===== config.mk =====
export PLATFORM = sky130hd
export DESIGN_NAME = factor_witness_search
export DESIGN_NICKNAME = d
export VERILOG_FILES = /design/src/rtl/factor_witness_search.sv
export SDC_FILE = /design/constraint.sdc
export NUM_CORES = 1
export LEC_CHECK = 0
export CAP_MARGIN = 15
export CORE_MARGIN = 2
export CORE_UTILIZATION = 35
export DETAILED_ROUTE_END_ITERATION = 6
export GPL_TIMING_DRIVEN = 0
export MAX_ROUTING_LAYER = met4
export PLACE_DENSITY = 0.57
export REMOVE_ABC_BUFFERS = 1
export SETUP_SLACK_MARGIN = 0.15
export SLEW_MARGIN = 0
export SYNTH_ARGS = -nofsm -noshare
export SYNTH_HDL_FRONTEND = slang
export SYNTH_SLANG_ARGS = --single-unit
export TNS_END_PERCENT = 1

===== constraint.sdc =====
create_clock -name clk -period 3 [get_ports clk]
set_input_delay 0.6 -clock clk [delete_from_list [all_inputs] [get_ports clk]]
set_output_delay 0.6 -clock clk [all_outputs]
set_load 0.02 [all_outputs]

===== src/rtl/factor_witness_search.sv =====
// Sequential factor-pair search: sweeps divisor candidates b = 2 .. 2^B_W-1 and
// divides the target with a bit-serial restoring divider, reporting the first exact pair.
module factor_witness_search #(
  parameter int A_W = 8,
  parameter int B_W = 5,
  parameter int N_W = A_W + B_W
) (
  input  logic           clk,
  input  logic           rst_n,
  input  logic           start_i,
  input  logic [N_W-1:0] target_i,
  output logic           busy_o,
  output logic           res_valid_o,
  input  logic           res_ready_i,
  output logic           found_o,
  output logic [A_W-1:0] a_o,
  output logic [B_W-1:0] b_o
);

  localparam int CNT_W = (N_W > 1) ? $clog2(N_W) : 1;

  typedef enum logic [2:0] {
    IDLE,
    LOAD,
    DIV,
    CHECK,
    DONE
  } state_t;

  state_t state, state_next;

  logic [N_W-1:0]   n_q;
  logic [N_W-1:0]   rem_q;
  logic [N_W-1:0]   quo_q;
  logic [B_W-1:0]   b_q;
  logic [CNT_W-1:0] cnt_q;
  logic             found_q;
  logic [A_W-1:0]   a_q;
  logic [B_W-1:0]   b_res_q;

  logic [N_W-1:0] rem_shift;
  logic [N_W-1:0] b_ext;
  logic           sub_ok;
  logic [N_W-1:0] rem_step;
  logic [N_W-1:0] quo_step;
  logic           quo_fits;
  logic           check_pass;
  logic           last_cand;

  // One restoring-division step; rem < b always holds, so rem_shift never overflows N_W bits.
  always_comb begin
    rem_shift = {rem_q[N_W-2:0], quo_q[N_W-1]};
    b_ext     = {{(N_W-B_W){1'b0}}, b_q};
    sub_ok    = (rem_shift >= b_ext);
    rem_step  = sub_ok ? (rem_shift - b_ext) : rem_shift;
    quo_step  = {quo_q[N_W-2:0], sub_ok};
  end

  // Overflowing quotients are rejected outright rather than truncated into a_o.
  always_comb begin
    quo_fits   = (quo_q[N_W-1:A_W] == '0);
    check_pass = (rem_q == '0) && quo_fits && (quo_q >= N_W'(2));
    last_cand  = &b_q;
  end

  always_ff @(posedge clk or negedge rst_n) begin
    if (!rst_n) begin
      state <= IDLE;
    end else begin
      state <= state_next;
    end
  end

  always_comb begin
    state_next = state;
    case (state)
      IDLE:    if (start_i) state_next = LOAD;
      LOAD:    state_next = DIV;
      DIV:     if (cnt_q == '0) state_next = CHECK;
      CHECK:   state_next = (check_pass || last_cand) ? DONE : LOAD;
      DONE:    if (res_ready_i) state_next = IDLE;
      default: state_next = IDLE;
    endcase
  end

  always_ff @(posedge clk or negedge rst_n) begin
    if (!rst_n) begin
      n_q     <= '0;
      rem_q   <= '0;
      quo_q   <= '0;
      b_q     <= '0;
      cnt_q   <= '0;
      found_q <= 1'b0;
      a_q     <= '0;
      b_res_q <= '0;
    end else begin
      case (state)
        IDLE: begin
          if (start_i) begin
            n_q     <= target_i;
            b_q     <= B_W'(2);
            found_q <= 1'b0;
            a_q     <= '0;
            b_res_q <= '0;
          end
        end
        LOAD: begin
          rem_q <= '0;
          quo_q <= n_q;
          cnt_q <= CNT_W'(N_W - 1);
        end
        DIV: begin
          rem_q <= rem_step;
          quo_q <= quo_step;
          cnt_q <= cnt_q - 1'b1;
        end
        CHECK: begin
          if (check_pass) begin
            found_q <= 1'b1;
            a_q     <= quo_q[A_W-1:0];
            b_res_q <= b_q;
          end else if (last_cand) begin
            found_q <= 1'b0;
            a_q     <= '0;
            b_res_q <= '0;
          end else begin
            b_q <= b_q + 1'b1;
          end
        end
        default: ;
      endcase
    end
  end

  always_comb begin
    busy_o      = (state == LOAD) || (state == DIV) || (state == CHECK);
    res_valid_o = (state == DONE);
    found_o     = found_q;
    a_o         = a_q;
    b_o         = b_res_q;
  end

endmodule


# [Yosys cells after proc, flatten, opt, wreduce, memory -nomap -nowiden]
# Cells that the tools add are included.
[word_totals] reg_bits=65 word_cells=65
[op_classes] n_reduce_logical=16 order_cmp=2 eq_ne=10 mux=25 add_sub_neg=3
[ops] operator="13-bit case mux with 2 select lines" count=2
[ops] operator="5-bit two-way mux" count=6
[ops] operator="8-bit two-way mux" count=3
[ops] operator="5-bit case mux with 2 select lines" count=2
[ops] operator="8-bit case mux with 2 select lines" count=1
[ops] operator="3-bit case mux with 5 select lines" count=1
[ops] operator="13-bit by 2-bit greater-or-equal comparator with 1-bit output (second input constant)" count=1
[ops] operator="13-bit by 5-bit greater-or-equal comparator with 1-bit output" count=1
[ops] operator="13-bit logical NOT" count=1
[ops] operator="13-bit two-way mux" count=1
[ops] operator="13-bit by 5-bit subtractor with 13-bit output" count=1
[ops] operator="3-bit two-way mux" count=4
[ops] operator="2-bit != test (second input constant)" count=4
[ops] operator="4-bit case mux with 2 select lines" count=1
[ops] operator="3-bit by 2-bit == test with 1-bit output (second input constant)" count=2
[ops] operator="3-bit AND reduction" count=2
[ops] operator="5-bit by 1-bit adder with 5-bit output (second input constant)" count=1
[ops] operator="5-bit logical NOT" count=1
[ops] operator="5-bit AND reduction" count=1
[ops] operator="4-bit logical NOT" count=1
[ops] operator="4-bit AND reduction" count=1
[ops] operator="2-bit nonzero test" count=2
[ops] operator="4-bit by 1-bit subtractor with 4-bit output (second input constant)" count=1
[ops] operator="3-bit by 1-bit == test with 1-bit output (second input constant)" count=1
[ops] operator="9 further kinds" count=14

# [Longest topological paths before layout]
# Gate-level depths: netlist of the first run.
[logic_depth] depth_word=6 depth_mapped=9 depth_no_buf=8

# [Worst setup path before layout of the first run]
# No wires, ideal clock.
[synth_timing] path_type="reg-to-reg" from="reg b_q[4]" to="reg rem_q[4]" t_arrival_ps=1876 slack_ps=991 period_less_slack_ps=2009 path_stages_with_launch=10 n_path_buf=2 cell_sequence="dfrtp_1 -> inv_1 -> ha_1 -> clkbuf_2 -> nand2_1 -> a211oi_1 -> nor3b_2 -> buf_2 -> a32oi_1 -> o31ai_1"
[synth_via] elab_chain_len=3 word_cells_on_any_way=4
[synth_rtl] element="from (decl)" line="35" text="logic [B_W-1:0] b_q;"
[synth_rtl] element="from (signal assigned)" line="127" text="b_q <= b_q + 1'b1;"
[synth_rtl] element="13-bit by 5-bit subtractor with 13-bit output or 13-bit by 5-bit greater-or-equal comparator with 1-bit output (tied branches)" line="55, 54"
[synth_rtl] element="13-bit two-way mux *" line="55" text="rem_step = sub_ok ? (rem_shift - b_ext) : rem_shift;"
[synth_rtl] element="13-bit case mux with 2 select lines *" line="97" text="case (state)"
[synth_rtl] element="to (signal assigned)" line="113" text="rem_q <= rem_step;"
[synth_rtl] element="to (decl)" line="33" text="logic [N_W-1:0] rem_q;"
# Every way passes the cells marked *; elsewhere a longest branch is shown, timed or not.
# A chain may end at the register's enable or synchronous reset.

# [Worst setup path after layout of the first run]
[layout_timing] from="reg state[2]" to="out res_valid_o"
[layout_via] elab_chain_len=1
[layout_rtl] element="from (decl)" line="30" text="state_t state, state_next;"
[layout_rtl] element="from (signal assigned)" line="70" text="state <= state_next;"
[layout_rtl] element="3-bit == test" line="137" text="res_valid_o = (state == DONE);"
[layout_rtl] element="to (decl)" line="13" text="output logic res_valid_o,"
# Every way passes these cells.

==> flow_summary.ini, run 1 <==
[setup_path]
crit_path_start_kind = flip-flop
path_class = reg2out
cp-end-kind = output pin
cp_max_fo = 22
crit_chain = nand2_1 > inv_1 > clkdlybuf4s50_1
crit_required_ns = 2.40
crit_arrival_ns = 1.95
max_stage_delay_ns = 0.76
critPathSlowestCell = dfrtp_1

[clock_tree]
cts.clk_slew.worst_paths_ns = 0.08
clockBufferDepth = 2
clock_sinks = 65
cts_tree = done
numCtsBuffers = 9
worstSkewPairLatency_ns = 0.35
cts_setup_buffers = 0
cts.htree.levels = 3
clockRootBuffer = clkbuf_8

[timing]
finalCriticalPeriod_ns = 2.55
relSlewSlack_pct = 37.2
hold_ws_ns = 0.328
period_share_pct = 85.1
setup_viol = 0
hold_viol_final = 0
worstMarginPinSlew_ns = 0.940
skew_ns = 0.0124
drv_slew = 0
fmax_ghz = 0.392
rsz0062_at_grt = false
finalSetupTns_ns = 0

[pwr]
clockPowerShare_pct = 21.1
p_int_mw = 2.34
combPwrFrac_pct = 41.5
p_switching_mw = 1.72
ir_drop_uv = 437
switching_share_pct = 42.4
p_leak_nw = 1.65
seqPwrFrac_pct = 37.4
p_per_area_nw_per_um2 = 1060

[synthesis]
yosys.area.top_type = dfrtp_1
syn_avg_cell_area_um2 = 9.64
synth_top_area_share_pct = 50.7
yosysMostFrequentCell = nand2_1
synthFlopType = dfrtp_1
async_flop_share_pct = 100
synth.distinct_cells = 47
synth-edff-count = 0
synth_area_leaders = dfrtp_1 51%, nand2_1 8.0%, a22o_1 3.5%
synth_warnings = 0
seq_area_frac_synth_pct = 50.7
synthTopCellsByCount = 68 x nand2_1, 65 x dfrtp_1, 21 x o21ai_0
syn_area_um2 = 3210
ys_ff_latch = 65
synthCells = 333

[die]
die_x_um = 99.8
core_area_um2 = 8810
die_y_um = 99.8
io_pins = 33
die-area_um2 = 9960
num_rows = 34
initial_core_util_pct = 36.5

[route]
post_drt_wl_per_cell_um = 15.4
drtIter0Drc = 116
vias_per_cell = 5.38
firstDrtPassIters = 4
wl_mm = 7.30
antenna_left = 0
via_count = 2544
drcViolationCount = 0

[finish]
drive_gt1_share_pct = 7.40
n_antenna_cell = 0
regArea_um2 = 1630
nFillCells = 857
syn_to_final_growth_pct = 19.8
nets = 386
multiInputGateArea_um2 = 1470

[placement]
place_hpwl_mm = 4.86
gp_congestion = 0.794
portBuffers = 32

[global_route]
grt_pass1_vias = 2394
grt_max_degree = 66
grt_use_total_pct = 16.1
grt_pass1_wl_mm = 12.3
grt_overflow_total = 0
antenna_found_initial = 0

[job]
maxCapViolCount = 0

[status]
outcome = completed

[hold_path]
holdCritPathClass = in2async
[through the flow]
| step | cell area (um2) | setup WS [ns] | cells | power, mW | utilization [%] |
|---|---|---|---|---|---|
| global route | 3850 | 0.301 | 473 | 4.40 | 43.7 |
| CTS | 3830 | 0.257 | 472 | 4.08 | 43.5 |
| floorplan | 3140 | 0.828 | 315 | 2.71 | - |
| finish | 3850 | 0.446 | 473 | 4.06 | 43.7 |
| detailed placement | 3600 | 0.250 | 456 | 3.21 | 40.9 |
| global placement | 3590 | -0.960 | 455 | 3.16 | 40.8 |
[power by group through the flow]
| stage | sequential (mW) | clock [mW] | combinational, mW |
|---|---|---|---|
| after global placement | 1.52 | 0 | 1.64 |
| final | 1.52 | 0.858 | 1.69 |
| after detailed placement | 1.53 | 0 | 1.68 |
| after CTS | 1.51 | 0.875 | 1.69 |
| after global routing | 1.56 | 0.919 | 1.91 |
| after floorplan | 1.43 | 0 | 1.28 |
[layout make-up]
class,count,share of cell area (%)
Clock buffer,10,3.58
Clock inverter,6,2.34
Inverter,14,1.37
Multi-Input combinational cell,236,38.3
Sequential cell,65,42.3
Tap cell,108,3.51
Timing Repair Buffer,34,8.65
[critical path: cells and delay by family, from the launching register on]
family | cells | cell delay (ns)
AND/OR/NAND/NOR | 1 | 0.15
flip-flops | 1 | 0.76
buffers and inverters | 2 | 0.70
[layout by cell type, fill, tap and decap left out, types with 2 or more instances in the layout]
cell type / count
clkbuf_8: 10
nor3_1: 8
a22o_1: 13
a22oi_1: 12
or4_1: 2
o311ai_0: 3
a21oi_1: 8
nor2b_1: 5
a32oi_1: 6
nor2_1: 15
clkdlybuf4s50_1: 31
buf_4: 3
dfrtp_1: 65
o211ai_1: 4
xnor2_1: 6
inv_1: 14
nand2_1: 68
nand2b_1: 7
or3_1: 2
nor4_4: 2
o22a_1: 2
ha_1: 8
nor4_2: 2
o21ai_0: 21
a31oi_1: 3
o31ai_1: 3
nand3_1: 9
nand3b_1: 2
bufinv_16: 2
nor4_1: 4
o22ai_1: 4
[flip-flops by register name, indices dropped and copies added (netlist names)]
register,count
quo_q,13
found_o,1
b_q,5
n_q,13
cnt_q,4
b_o,5
state,3
a_o,8
rem_q,13
[routing by layer]
metal	global-route usage, %	part of all wire, %	vias to the layer above
li1	-	-	1250
met2	22.7	45	44
met5	-	0	-
met4	5.69	1.1	0
met1	23.1	50	1244
met3	3.34	3.4	6
[worst paths after layout]
| check | startpoint | end | slack, ns | depth (start not counted) |
|---|---|---|---|---|
| max in group asynchronous | rst_n | rem_q[1] | 2.10 | 1 |
| min reg2reg | n_q[9] | n_q[9] | 0.48 | 2 |
| min in group clk | n_q[9] | n_q[9] | 0.48 | 2 |
| min | rst_n | cnt_q[0] | 0.33 | 1 |
| max | state[2] | res_valid_o | 0.45 | 3 |
| max reg2reg | rem_q[2] | b_o[4] | 0.51 | 5 |
[cell families after synthesis]
group | share of synthesized area [%]
adder cells (fa/ha/maj) | 3.74
buffers and inverters | 3.97
flip-flops | 50.7
AO/OA/AOI/OAI | 19.1
XOR/XNOR | 1.91
AND/OR/NAND/NOR | 20.6
[what timing repair did]
item | in CTS | in global routing
hold buffers | 0 | 0
gates resized for setup | 0 | 1
endpoints found under the setup margin | 0 | 13
(Power assumes the default switching activity.)
==> inputs of run 2 (changes only) <==
Settings changed: GPL_TIMING_DRIVEN 0 to unset.
==> run 2 against run 1 <==
  * Die area stayed put
  * Largest power group unchanged
  * Wire length is 2.5% higher
  * Non-clock buffer count is 7 higher
  * Critical path type unchanged
  * Combinational power is 6% higher
  * Register-to-register slack better by 0.14 ns
  * Sequential cell count stayed put
  * Worst hold slack worse by 0.20 ns
  * Final area is 0.72% higher
  * Setup slack better by 0.025 ns
  * Count of clock-buffer cells in the layout is 1 lower
  * Highest routed layer unchanged
==> flow_summary.ini, run 2 (same netlist as run 1, synthesis figures left out) <==
[global_route]
grt_use_total_pct = 16.9
antenna_found_initial = 0
grt_max_degree = 54
grt_overflow_total = 0
grt_pass1_vias = 2513
grt_pass1_wl_mm = 12.9

[clock_tree]
numCtsBuffers = 9
clockRootBuffer = clkbuf_8
cts.clk_slew.worst_paths_ns = 0.08
hold_buffers = 0
cts_setup_buffers = 0
clock_sinks = 65
worstSkewPairLatency_ns = 0.35
cts_tree = done
cts.htree.levels = 3
clockBufferDepth = 2
cts_resized = 0

[setup_path]
startpoint = state[2]
r2r_end = rem_q[2]
crit_arrival_ns = 1.93
cp_max_fo = 22
cp-end-kind = output pin
r2r_start = rem_q[3]
crit_path_start_kind = flip-flop
crit_required_ns = 2.40
path_class = reg2out
rr_worst_depth = 6
rrSetupSlack_ns = 0.65

[timing]
rsz0062_at_grt = false
drv_slew = 0
finalSetupTns_ns = 0
hold_viol_final = 0
fmax_ghz = 0.396
setup_viol = 0
worstMarginPinSlew_ns = 0.919
period_share_pct = 84.3
skew_ns = 0.0124
finalCriticalPeriod_ns = 2.53
relSlewSlack_pct = 38.5

[die]
num_rows = 34
die_y_um = 99.8
die-area_um2 = 9960
die_x_um = 99.8
io_pins = 33
core_area_um2 = 8810
initial_core_util_pct = 36.5

[pwr]
power_mw = 4.07
ir_drop_uv = 470
p_per_area_nw_per_um2 = 1050
p_leak_nw = 1.67

[finish]
mostFrequentLayoutCells = 68 x nand2_1, 65 x dfrtp_1, 31 x clkdlybuf4s50_1
largestRegisters = n_q: 13 flops, quo_q: 13 flops, rem_q: 13 flops
n_antenna_cell = 0
final_common_cell = nand2_1
stdcell_count = 480
drive_gt1_share_pct = 9.14
postLayoutCoreUtil_pct = 44.0
syn_to_final_growth_pct = 20.7
nets = 393

[route]
met3_length_um = 196
drcViolationCount = 0
via_count = 2585
firstDrtPassIters = 4
wl_met1_mm = 3.88
antenna_left = 0
vias_per_cell = 5.39
post_drt_wl_per_cell_um = 15.6
drtIter0Drc = 116
wl_mm = 7.48
wl_met2_mm = 3.32
highest-signal-layer = met4

[hold_path]
holdCritPathClass = in2async

[placement]
place_hpwl_mm = 5.22
dp.cells = 464
portBuffers = 32
gp_congestion = 0.822

[status]
outcome = completed

[job]
maxCapViolCount = 0
-- run 2: cell types whose count changed in the layout (fill, tap and decap cells not counted) --
| cell | previous run | this run |
|---|---|---|
| buf_12 | 0 | 1 |
| buf_2 | 0 | 1 |
| buf_4 | 3 | 8 |
| bufinv_16 | 2 | 1 |
| clkbuf_8 | 10 | 9 |
| clkinv_4 | 1 | 2 |
| inv_6 | 1 | 2 |
| o31ai_2 | 0 | 1 |
| o31ai_4 | 1 | 0 |
-- run 2: how the worst max path moves through the flow --
stage	depth (start not counted)	end
CTS	3	res_valid_o
detailed placement	5	rem_q[2]
finish	3	res_valid_o
global placement	4	a_o[6]
floorplan	5	b_o[1]
global route	3	res_valid_o
-- run 2: worst max-delay path, cell delays in order, from the launching register on --
cell             delay [ns]
dfrtp_1                0.75
nand2_1                0.14
inv_1                  0.09
clkdlybuf4s50_1        0.60
-- run 2: stage by stage --
stage	instance area, um2	worst slack [ns]	hold slack [ns]
2_1_floorplan	3140	0.828	0.304
3_3_place_gp	3660	0.443	0.465
3_5_place_dp	3670	0.698	0.471
4_1_cts	3870	0.447	0.134
5_1_grt	3870	0.294	0.143
6_report	3870	0.472	0.129
-- run 2: power by group --
group	switching, mW	leakage, nW	internal [mW]
logic	1.05	0.731	0.735
clock network	0.377	0.100	0.391
registers	0.340	0.839	1.17
total	1.77	1.67	2.30
-- run 2: layer usage --
layer | up-vias | track usage (%)
li1 | 1265 | -
met1 | 1266 | 24.3
met2 | 48 | 24.2
met3 | 6 | 2.72
met4 | 0 | 6.32
met5 | - | -
-- run 2: final cells by class --
cell class,instances,area (um2)
Fill cell,862,4930
Timing Repair Buffer,41,395
Tap cell,108,135
Multi-Input combinational cell,236,1460
Clock inverter,7,77.6
Inverter,14,52.6
Clock buffer,9,124
Sequential cell,65,1630
